$ cat src/rtl/alu_issue_pkg.sv
// alu_issue_pkg: shared constants for the ALU issue path.
//   - RV32I opcode and funct3/funct7 field values used by the decoder.
//   - ALU operation codes, shared with the ALU itself.
//   - issue_entry_t: one decoded entry {in1, in2, op, illegal} as held in the skid buffer.
package alu_issue_pkg;

    localparam int unsigned Xlen = 32;

    // Major opcodes
    localparam logic [6:0] OpcLoad   = 7'b0000011;
    localparam logic [6:0] OpcOpImm  = 7'b0010011;
    localparam logic [6:0] OpcAuipc  = 7'b0010111;
    localparam logic [6:0] OpcStore  = 7'b0100011;
    localparam logic [6:0] OpcOp     = 7'b0110011;
    localparam logic [6:0] OpcLui    = 7'b0110111;
    localparam logic [6:0] OpcBranch = 7'b1100011;
    localparam logic [6:0] OpcJalr   = 7'b1100111;
    localparam logic [6:0] OpcJal    = 7'b1101111;

    // funct3 for OP / OP-IMM
    localparam logic [2:0] F3AddSub = 3'b000;
    localparam logic [2:0] F3Sll    = 3'b001;
    localparam logic [2:0] F3Slt    = 3'b010;
    localparam logic [2:0] F3Sltu   = 3'b011;
    localparam logic [2:0] F3Xor    = 3'b100;
    localparam logic [2:0] F3Srl    = 3'b101;
    localparam logic [2:0] F3Or     = 3'b110;
    localparam logic [2:0] F3And    = 3'b111;

    // funct3 for BRANCH
    localparam logic [2:0] F3Beq  = 3'b000;
    localparam logic [2:0] F3Bne  = 3'b001;
    localparam logic [2:0] F3Blt  = 3'b100;
    localparam logic [2:0] F3Bge  = 3'b101;
    localparam logic [2:0] F3Bltu = 3'b110;
    localparam logic [2:0] F3Bgeu = 3'b111;

    localparam logic [6:0] Funct7Base = 7'b0000000;
    localparam logic [6:0] Funct7Alt  = 7'b0100000;

    // ALU operation codes
    localparam logic [3:0] AluAnd  = 4'b0000;
    localparam logic [3:0] AluOr   = 4'b0001;
    localparam logic [3:0] AluAdd  = 4'b0010;
    localparam logic [3:0] AluXor  = 4'b0101;
    localparam logic [3:0] AluSub  = 4'b0110;
    localparam logic [3:0] AluSrl  = 4'b1000;
    localparam logic [3:0] AluSra  = 4'b1001;
    localparam logic [3:0] AluSll  = 4'b1010;
    localparam logic [3:0] AluSlt  = 4'b1100;
    localparam logic [3:0] AluSltu = 4'b1101;
    localparam logic [3:0] AluNop  = 4'b1111;

    typedef struct packed {
        logic [Xlen-1:0] in1;
        logic [Xlen-1:0] in2;
        logic [3:0]      op;
        logic            illegal;
    } issue_entry_t;

    localparam issue_entry_t EntryReset = '{in1: '0, in2: '0, op: AluNop, illegal: 1'b0};

    // OP/OP-IMM funct3 -> ALU op; alt selects SUB/SRA in the two slots that have a variant.
    function automatic logic [3:0] funct3_to_op(input logic [2:0] f3, input logic alt);
        logic [3:0] op;
        case (f3)
            F3AddSub: op = alt ? AluSub : AluAdd;
            F3Sll:    op = AluSll;
            F3Slt:    op = AluSlt;
            F3Sltu:   op = AluSltu;
            F3Xor:    op = AluXor;
            F3Srl:    op = alt ? AluSra : AluSrl;
            F3Or:     op = AluOr;
            F3And:    op = AluAnd;
            default:  op = AluNop;
        endcase
        return op;
    endfunction

endpackage

$ cat src/rtl/alu_issue_decode.sv
// alu_issue_decode: combinational RV32I decode into ALU operands.
//   instr, pc, rs1_data, rs2_data : instruction word, its address, register reads
//   in1, in2, op                  : ALU operands and operation code
//   illegal                       : unrecognised encoding; in1/in2 forced to 0, op to NOP
module alu_issue_decode
    import alu_issue_pkg::*;
(
    input  logic [Xlen-1:0] instr,
    input  logic [Xlen-1:0] pc,
    input  logic [Xlen-1:0] rs1_data,
    input  logic [Xlen-1:0] rs2_data,
    output logic [Xlen-1:0] in1,
    output logic [Xlen-1:0] in2,
    output logic [3:0]      op,
    output logic            illegal
);

    logic [6:0]      opcode;
    logic [2:0]      funct3;
    logic [6:0]      funct7;
    logic [Xlen-1:0] imm_i;
    logic [Xlen-1:0] imm_s;
    logic [Xlen-1:0] imm_u;
    logic [Xlen-1:0] in1_raw;
    logic [Xlen-1:0] in2_raw;
    logic [3:0]      op_raw;
    logic            bad;

    assign opcode = instr[6:0];
    assign funct3 = instr[14:12];
    assign funct7 = instr[31:25];
    assign imm_i  = {{20{instr[31]}}, instr[31:20]};
    assign imm_s  = {{20{instr[31]}}, instr[31:25], instr[11:7]};
    assign imm_u  = {instr[31:12], 12'b0};

    always_comb begin
        in1_raw = '0;
        in2_raw = '0;
        op_raw  = AluNop;
        bad     = 1'b0;
        case (opcode)
            OpcOp: begin
                in1_raw = rs1_data;
                in2_raw = rs2_data;
                op_raw  = funct3_to_op(funct3, instr[30]);
                // Alternate funct7 only exists for SUB and SRA.
                bad = !((funct7 == Funct7Base) ||
                        ((funct7 == Funct7Alt) && ((funct3 == F3AddSub) || (funct3 == F3Srl))));
            end
            OpcOpImm: begin
                in1_raw = rs1_data;
                in2_raw = imm_i;
                // ADDI has no SUB form: instr[30] is just an immediate bit there.
                op_raw  = funct3_to_op(funct3, instr[30] & (funct3 == F3Srl));
                if (funct3 == F3Sll) begin
                    bad = (funct7 != Funct7Base);
                end else if (funct3 == F3Srl) begin
                    bad = !((funct7 == Funct7Base) || (funct7 == Funct7Alt));
                end
            end
            OpcLoad: begin
                in1_raw = rs1_data;
                in2_raw = imm_i;
                op_raw  = AluAdd;
            end
            OpcStore: begin
                in1_raw = rs1_data;
                in2_raw = imm_s;
                op_raw  = AluAdd;
            end
            OpcLui: begin
                in2_raw = imm_u;
                op_raw  = AluAdd;
            end
            OpcAuipc: begin
                in1_raw = pc;
                in2_raw = imm_u;
                op_raw  = AluAdd;
            end
            OpcBranch: begin
                in1_raw = rs1_data;
                in2_raw = rs2_data;
                case (funct3)
                    F3Beq, F3Bne:   op_raw = AluSub;
                    F3Blt, F3Bge:   op_raw = AluSlt;
                    F3Bltu, F3Bgeu: op_raw = AluSltu;
                    default:        bad    = 1'b1;
                endcase
            end
            OpcJal, OpcJalr: begin
                // Link value pc + 4
                in1_raw = pc;
                in2_raw = 32'd4;
                op_raw  = AluAdd;
            end
            default: bad = 1'b1;
        endcase
    end

    assign illegal = bad;
    assign in1     = bad ? '0 : in1_raw;
    assign in2     = bad ? '0 : in2_raw;
    assign op      = bad ? AluNop : op_raw;

endmodule

$ cat src/rtl/alu_issue.sv
// alu_issue: decodes RV32I instructions into ALU operands behind a two-entry skid buffer.
//   clk, rst_n          : clock, asynchronous active-low reset
//   flush               : synchronous discard of all buffered entries (and any concurrent input)
//   in_valid/in_ready   : upstream handshake for instr/pc/rs1_data/rs2_data
//   out_valid/out_ready : downstream handshake for alu_in1/alu_in2/alu_op/illegal
// Outputs come straight from the head register, so they are stable while stalled and
// in_ready depends only on the registered entry count.
module alu_issue
    import alu_issue_pkg::*;
(
    input  logic            clk,
    input  logic            rst_n,
    input  logic            flush,
    input  logic            in_valid,
    output logic            in_ready,
    input  logic [Xlen-1:0] instr,
    input  logic [Xlen-1:0] pc,
    input  logic [Xlen-1:0] rs1_data,
    input  logic [Xlen-1:0] rs2_data,
    output logic            out_valid,
    input  logic            out_ready,
    output logic [Xlen-1:0] alu_in1,
    output logic [Xlen-1:0] alu_in2,
    output logic [3:0]      alu_op,
    output logic            illegal
);

    logic [Xlen-1:0] dec_in1;
    logic [Xlen-1:0] dec_in2;
    logic [3:0]      dec_op;
    logic            dec_illegal;
    issue_entry_t    dec;
    issue_entry_t    head_q, head_d;
    issue_entry_t    tail_q, tail_d;
    logic [1:0]      count_q, count_d;
    logic            push;
    logic            pop;

    alu_issue_decode u_decode (
        .instr    (instr),
        .pc       (pc),
        .rs1_data (rs1_data),
        .rs2_data (rs2_data),
        .in1      (dec_in1),
        .in2      (dec_in2),
        .op       (dec_op),
        .illegal  (dec_illegal)
    );

    assign dec = '{in1: dec_in1, in2: dec_in2, op: dec_op, illegal: dec_illegal};

    assign in_ready  = (count_q != 2'd2);
    assign out_valid = (count_q != 2'd0);
    assign push      = in_valid & in_ready;
    assign pop       = out_valid & out_ready;

    // head holds the oldest entry, tail the second one when two are buffered.
    always_comb begin
        head_d  = head_q;
        tail_d  = tail_q;
        count_d = count_q;
        if (flush) begin
            count_d = 2'd0;
        end else begin
            case (count_q)
                2'd0: begin
                    if (push) begin
                        head_d  = dec;
                        count_d = 2'd1;
                    end
                end
                2'd1: begin
                    if (push && pop) begin
                        head_d = dec;
                    end else if (push) begin
                        tail_d  = dec;
                        count_d = 2'd2;
                    end else if (pop) begin
                        count_d = 2'd0;
                    end
                end
                default: begin
                    // Full: in_ready is low, so only a pop can happen.
                    if (pop) begin
                        head_d  = tail_q;
                        count_d = 2'd1;
                    end
                end
            endcase
        end
    end

    always_ff @(posedge clk or negedge rst_n) begin
        if (!rst_n) begin
            head_q  <= EntryReset;
            tail_q  <= EntryReset;
            count_q <= 2'd0;
        end else begin
            head_q  <= head_d;
            tail_q  <= tail_d;
            count_q <= count_d;
        end
    end

    assign alu_in1 = head_q.in1;
    assign alu_in2 = head_q.in2;
    assign alu_op  = head_q.op;
    assign illegal = head_q.illegal;

endmodule

$ cat config.mk
export PLATFORM = sky130hd
export DESIGN_NAME = alu_issue
export DESIGN_NICKNAME = d
export VERILOG_FILES = /design/src/rtl/alu_issue_pkg.sv /design/src/rtl/alu_issue_decode.sv /design/src/rtl/alu_issue.sv
export SDC_FILE = /design/constraint.sdc
export NUM_CORES = 1
export LEC_CHECK = 0
export ABC_AREA = 0
export CAP_MARGIN = 20
export CELL_PAD_IN_SITES_DETAIL_PLACEMENT = 0
export CELL_PAD_IN_SITES_GLOBAL_PLACEMENT = 1
export CORE_MARGIN = 3
export CORE_UTILIZATION = 40
export DETAILED_ROUTE_END_ITERATION = 10
export GPL_ROUTABILITY_DRIVEN = 1
export PLACE_DENSITY_LB_ADDON = 0.12
export SYNTH_ARGS = -nofsm -noshare
export SYNTH_HDL_FRONTEND = slang
export SYNTH_SLANG_ARGS = --single-unit
$ cat constraint.sdc
create_clock -name clk -period 4.22 [get_ports clk]
set_clock_uncertainty 0.2 [all_clocks]
set_input_delay 0.422 -clock clk [delete_from_list [all_inputs] [get_ports clk]]
set_output_delay 0.422 -clock clk [all_outputs]
set_load 0.005 [all_outputs]
==> impl_metrics.toml <==
[run_status]
status = "completed"

[cts]
clkSinkCount = 140
insertion_delay_ns = 0.41
cts_buffers = 17
htree_levels = 4
path_clk_slew_ns = 0.06
clockRootBuffer = "clkbuf_16"
cts_tree = "done"
cts_setup_buffers = 0
cts_resized = 0
cts_buffer_depth = 2

[power]
p_sw_uw = 779
internal-power_uw = 2640
pwr-share-clk_pct = 48.6
p_seq_share_pct = 40.6
vdd_drop_max_mv = 0.266
p_comb_share_pct = 10.8
p_per_area_nw_per_um2 = 342
p_leak_uw = 0.00413
swShare_pct = 22.8

[floorplan]
io_pins = 204
num_rows = 48
coreArea_um2 = 17500
initial_core_util_pct = 41.3
die_height_um = 140
dieArea_um2 = 19700
fp.dieW_um = 140

[logic_synthesis]
synth_edf_count = 0
ys_ff_latch = 140
postSynthCellCount = 709
synth.top_cells.by_count = "dfrtp_1, o31ai_1, a21oi_1"
avgSynthCellArea_um2 = 10.2
yosysTopAreaCellShare_pct = 45.8
yosysMostFrequentCell = "dfrtp_1"
synth_top_flop_cell = "dfrtp_1"
async_flop_share_pct = 100
yosys_warnings = 0
synthDistinctLibCells = 50
yosysSeqAreaShare_pct = 48.7
syn_area_um2 = 7220
ys_top_cells_by_area = "dfrtp_1, o31ai_1, o31ai_2"
yosysTopAreaCell = "dfrtp_1"
syn-num-nets = 842

[critical_path]
cpPeakStageDelay_ns = 0.76
critical_path_arrival_ns = 3.09
cp-startpoint = "instr[4]"
cp.depth = 7
r2r-start = "count_q[1]"
slowest_stage = "and2_1"
critPathKind = "in2reg"
rr_endpoint = "alu_in1[24]"
rrSetupSlack_ns = 1.49
crit_buf_inv = 2
crit_chain = "clkdlybuf4s50_1, nand2b_1, a21boi_4, and2_1, buf_4, a21oi_1, o31ai_1"
cp-start-kind = "primary input"
crit_end = "alu_in2[2]"
critPathMaxFanout = 21
end_kind = "flop"
crit_required_ns = 4.32
critPathTopFamily = "simple AND/OR/NAND/NOR gates"
ff2ff_path_depth = 4

[placement]
preCtsSetupSlack_ns = 0.821
port-buffer-count = 203
place.gp.congestion = 0.832
dp_hpwl_mm = 14.9

[routing]
routedWlPerCell_um = 20.5
firstDrtPassIters = 5
ant_nets = 0
via_count = 6534
wl_mm = 22.7
drc = 0
via_per_inst = 5.90
drt_iter0_drc = 427

[sta]
setup_violations = 0
relSlewSlack_pct = 32.2
worstMarginPinSlew_ns = 1.02
rsz0062_at_grt = "no"
fin_ws_ns = 1.23
period_share_pct = 70.9
timing.fmax_mhz = 334
hold_viol = 0
final_max_slew_viol_count = 0
tns_ns = 0
layout_min_cycle_time_ns = 2.99

[global_route]
overflow = 0
grtUsageTotal_pct = 22.8
grt_pass1_vias = 6492
grt_max_degree = 108
antenna_found_initial = 0
grt_pass1_wl_mm = 36.3

[finish]
drive_gt1_share_pct = 12.6
diodes = 0
nNetsFinal = 1003
fill_cells = 1518
syn_to_final_growth_pct = 38.3

[job]
drv_cap = 0

[hold_path]
hp-class = "reg2reg"
## tightest hold or removal path: cells and delay by family, from the launching register on
kind             cells  cell delay (ns)
flip-flops           1             0.33
AND/OR/NAND/NOR      1             0.05
AO/OA/AOI/OAI        1             0.05
## layer usage
metal / up-vias / GRT usage [%] / share of wire, %
li1: 3040 / - / -
met1: 3217 / 31.0 / 43
met2: 263 / 37.1 / 49
met3: 14 / 5.39 / 7.2
met4: 0 / 5.10 / 0.77
met5: - / 0 / 0
## power by group through the flow
| stage | registers [µW] | logic (µW) | clock network (µW) |
|---|---|---|---|
| global route | 1390 | 398 | 1750 |
| finish | 1390 | 368 | 1660 |
| CTS | 1390 | 369 | 1690 |
| floorplan | 1410 | 139 | 0 |
| global placement | 1410 | 362 | 0 |
| detailed placement | 1410 | 368 | 0 |
## repair_timing
item                                   CTS  global route
endpoints found under the hold margin   23             0
setup endpoints to repair                0             0
hold buffers                             1             0
## cell usage in the layout (no fill, tap or decap), drive strengths merged, types with 2 or more instances in the layout
cell             n
clkdlybuf4s50  202
dfrtp          132
o31ai          129
a21oi           78
nand2           69
and3            67
a22oi           38
clkbuf          21
a221oi          20
buf             16
o21ai           12
nor2            10
a31oi            9
dfstp            8
nand2b           8
nand3b           7
bufinv           5
inv              5
nor2b            4
a32o             4
nor3             4
nor4             3
clkinv           3
nand3            3
o31a             2
and2             2
clkinvlp         2
a211oi           2
## registers in the layout, indices dropped and copies added (netlist names)
| name | cells |
|---|---|
| alu_op | 4 |
| count_q | 2 |
| alu_in1 | 32 |
| illegal | 1 |
| alu_in2 | 32 |
| tail_q | 69 |
## how the worst min path moves through the flow
stage | from | endpoint | cells after the start
3_5_place_dp | tail_q[50] | tail_q[50] | 2
2_1_floorplan | rst_n | alu_in1[0] | 0
3_3_place_gp | tail_q[52] | tail_q[52] | 2
4_1_cts | tail_q[50] | tail_q[50] | 2
5_1_grt | tail_q[32] | tail_q[32] | 2
6_report | tail_q[50] | tail_q[50] | 2
## per-stage QoR
stage | cell area (µm²) | cells | power, µW | util (%) | hold slack (ns)
after detailed placement | 9310 | 1074 | 1780 | 53.3 | 0.259
after floorplan | 7220 | 709 | 1550 | - | -0.0736
after global placement | 9310 | 1074 | 1770 | 53.3 | 0.251
after CTS | 9980 | 1106 | 3440 | 57.1 | 0.272
final | 9980 | 1107 | 3410 | 57.1 | 0.269
after global routing | 9980 | 1107 | 3540 | 57.1 | 0.292
## kinds of logic (layout without fill, tap and decap cells)
| family | count (synthesis) | in the layout | share of synthesized area (%) |
|---|---|---|---|
| compound gates | 303 | 303 | 32.0 |
| flops | 140 | 140 | 48.7 |
| xor+xnor | 2 | 2 | 0.243 |
| buf+inv | 82 | 255 | 5.53 |
| simple gates | 182 | 182 | 13.6 |
## area by class of cell
type	instances	area [µm²]	share of cell area, %
multi-input combinational	487	3340	33.5
tap	225	282	2.82
sequential	140	3510	35.2
clock inverter	11	189	1.89
inverter	4	15.0	0.150
timing repair buffer	220	2170	21.8
clock buffer	20	467	4.67
(Power assumes the default switching activity.)
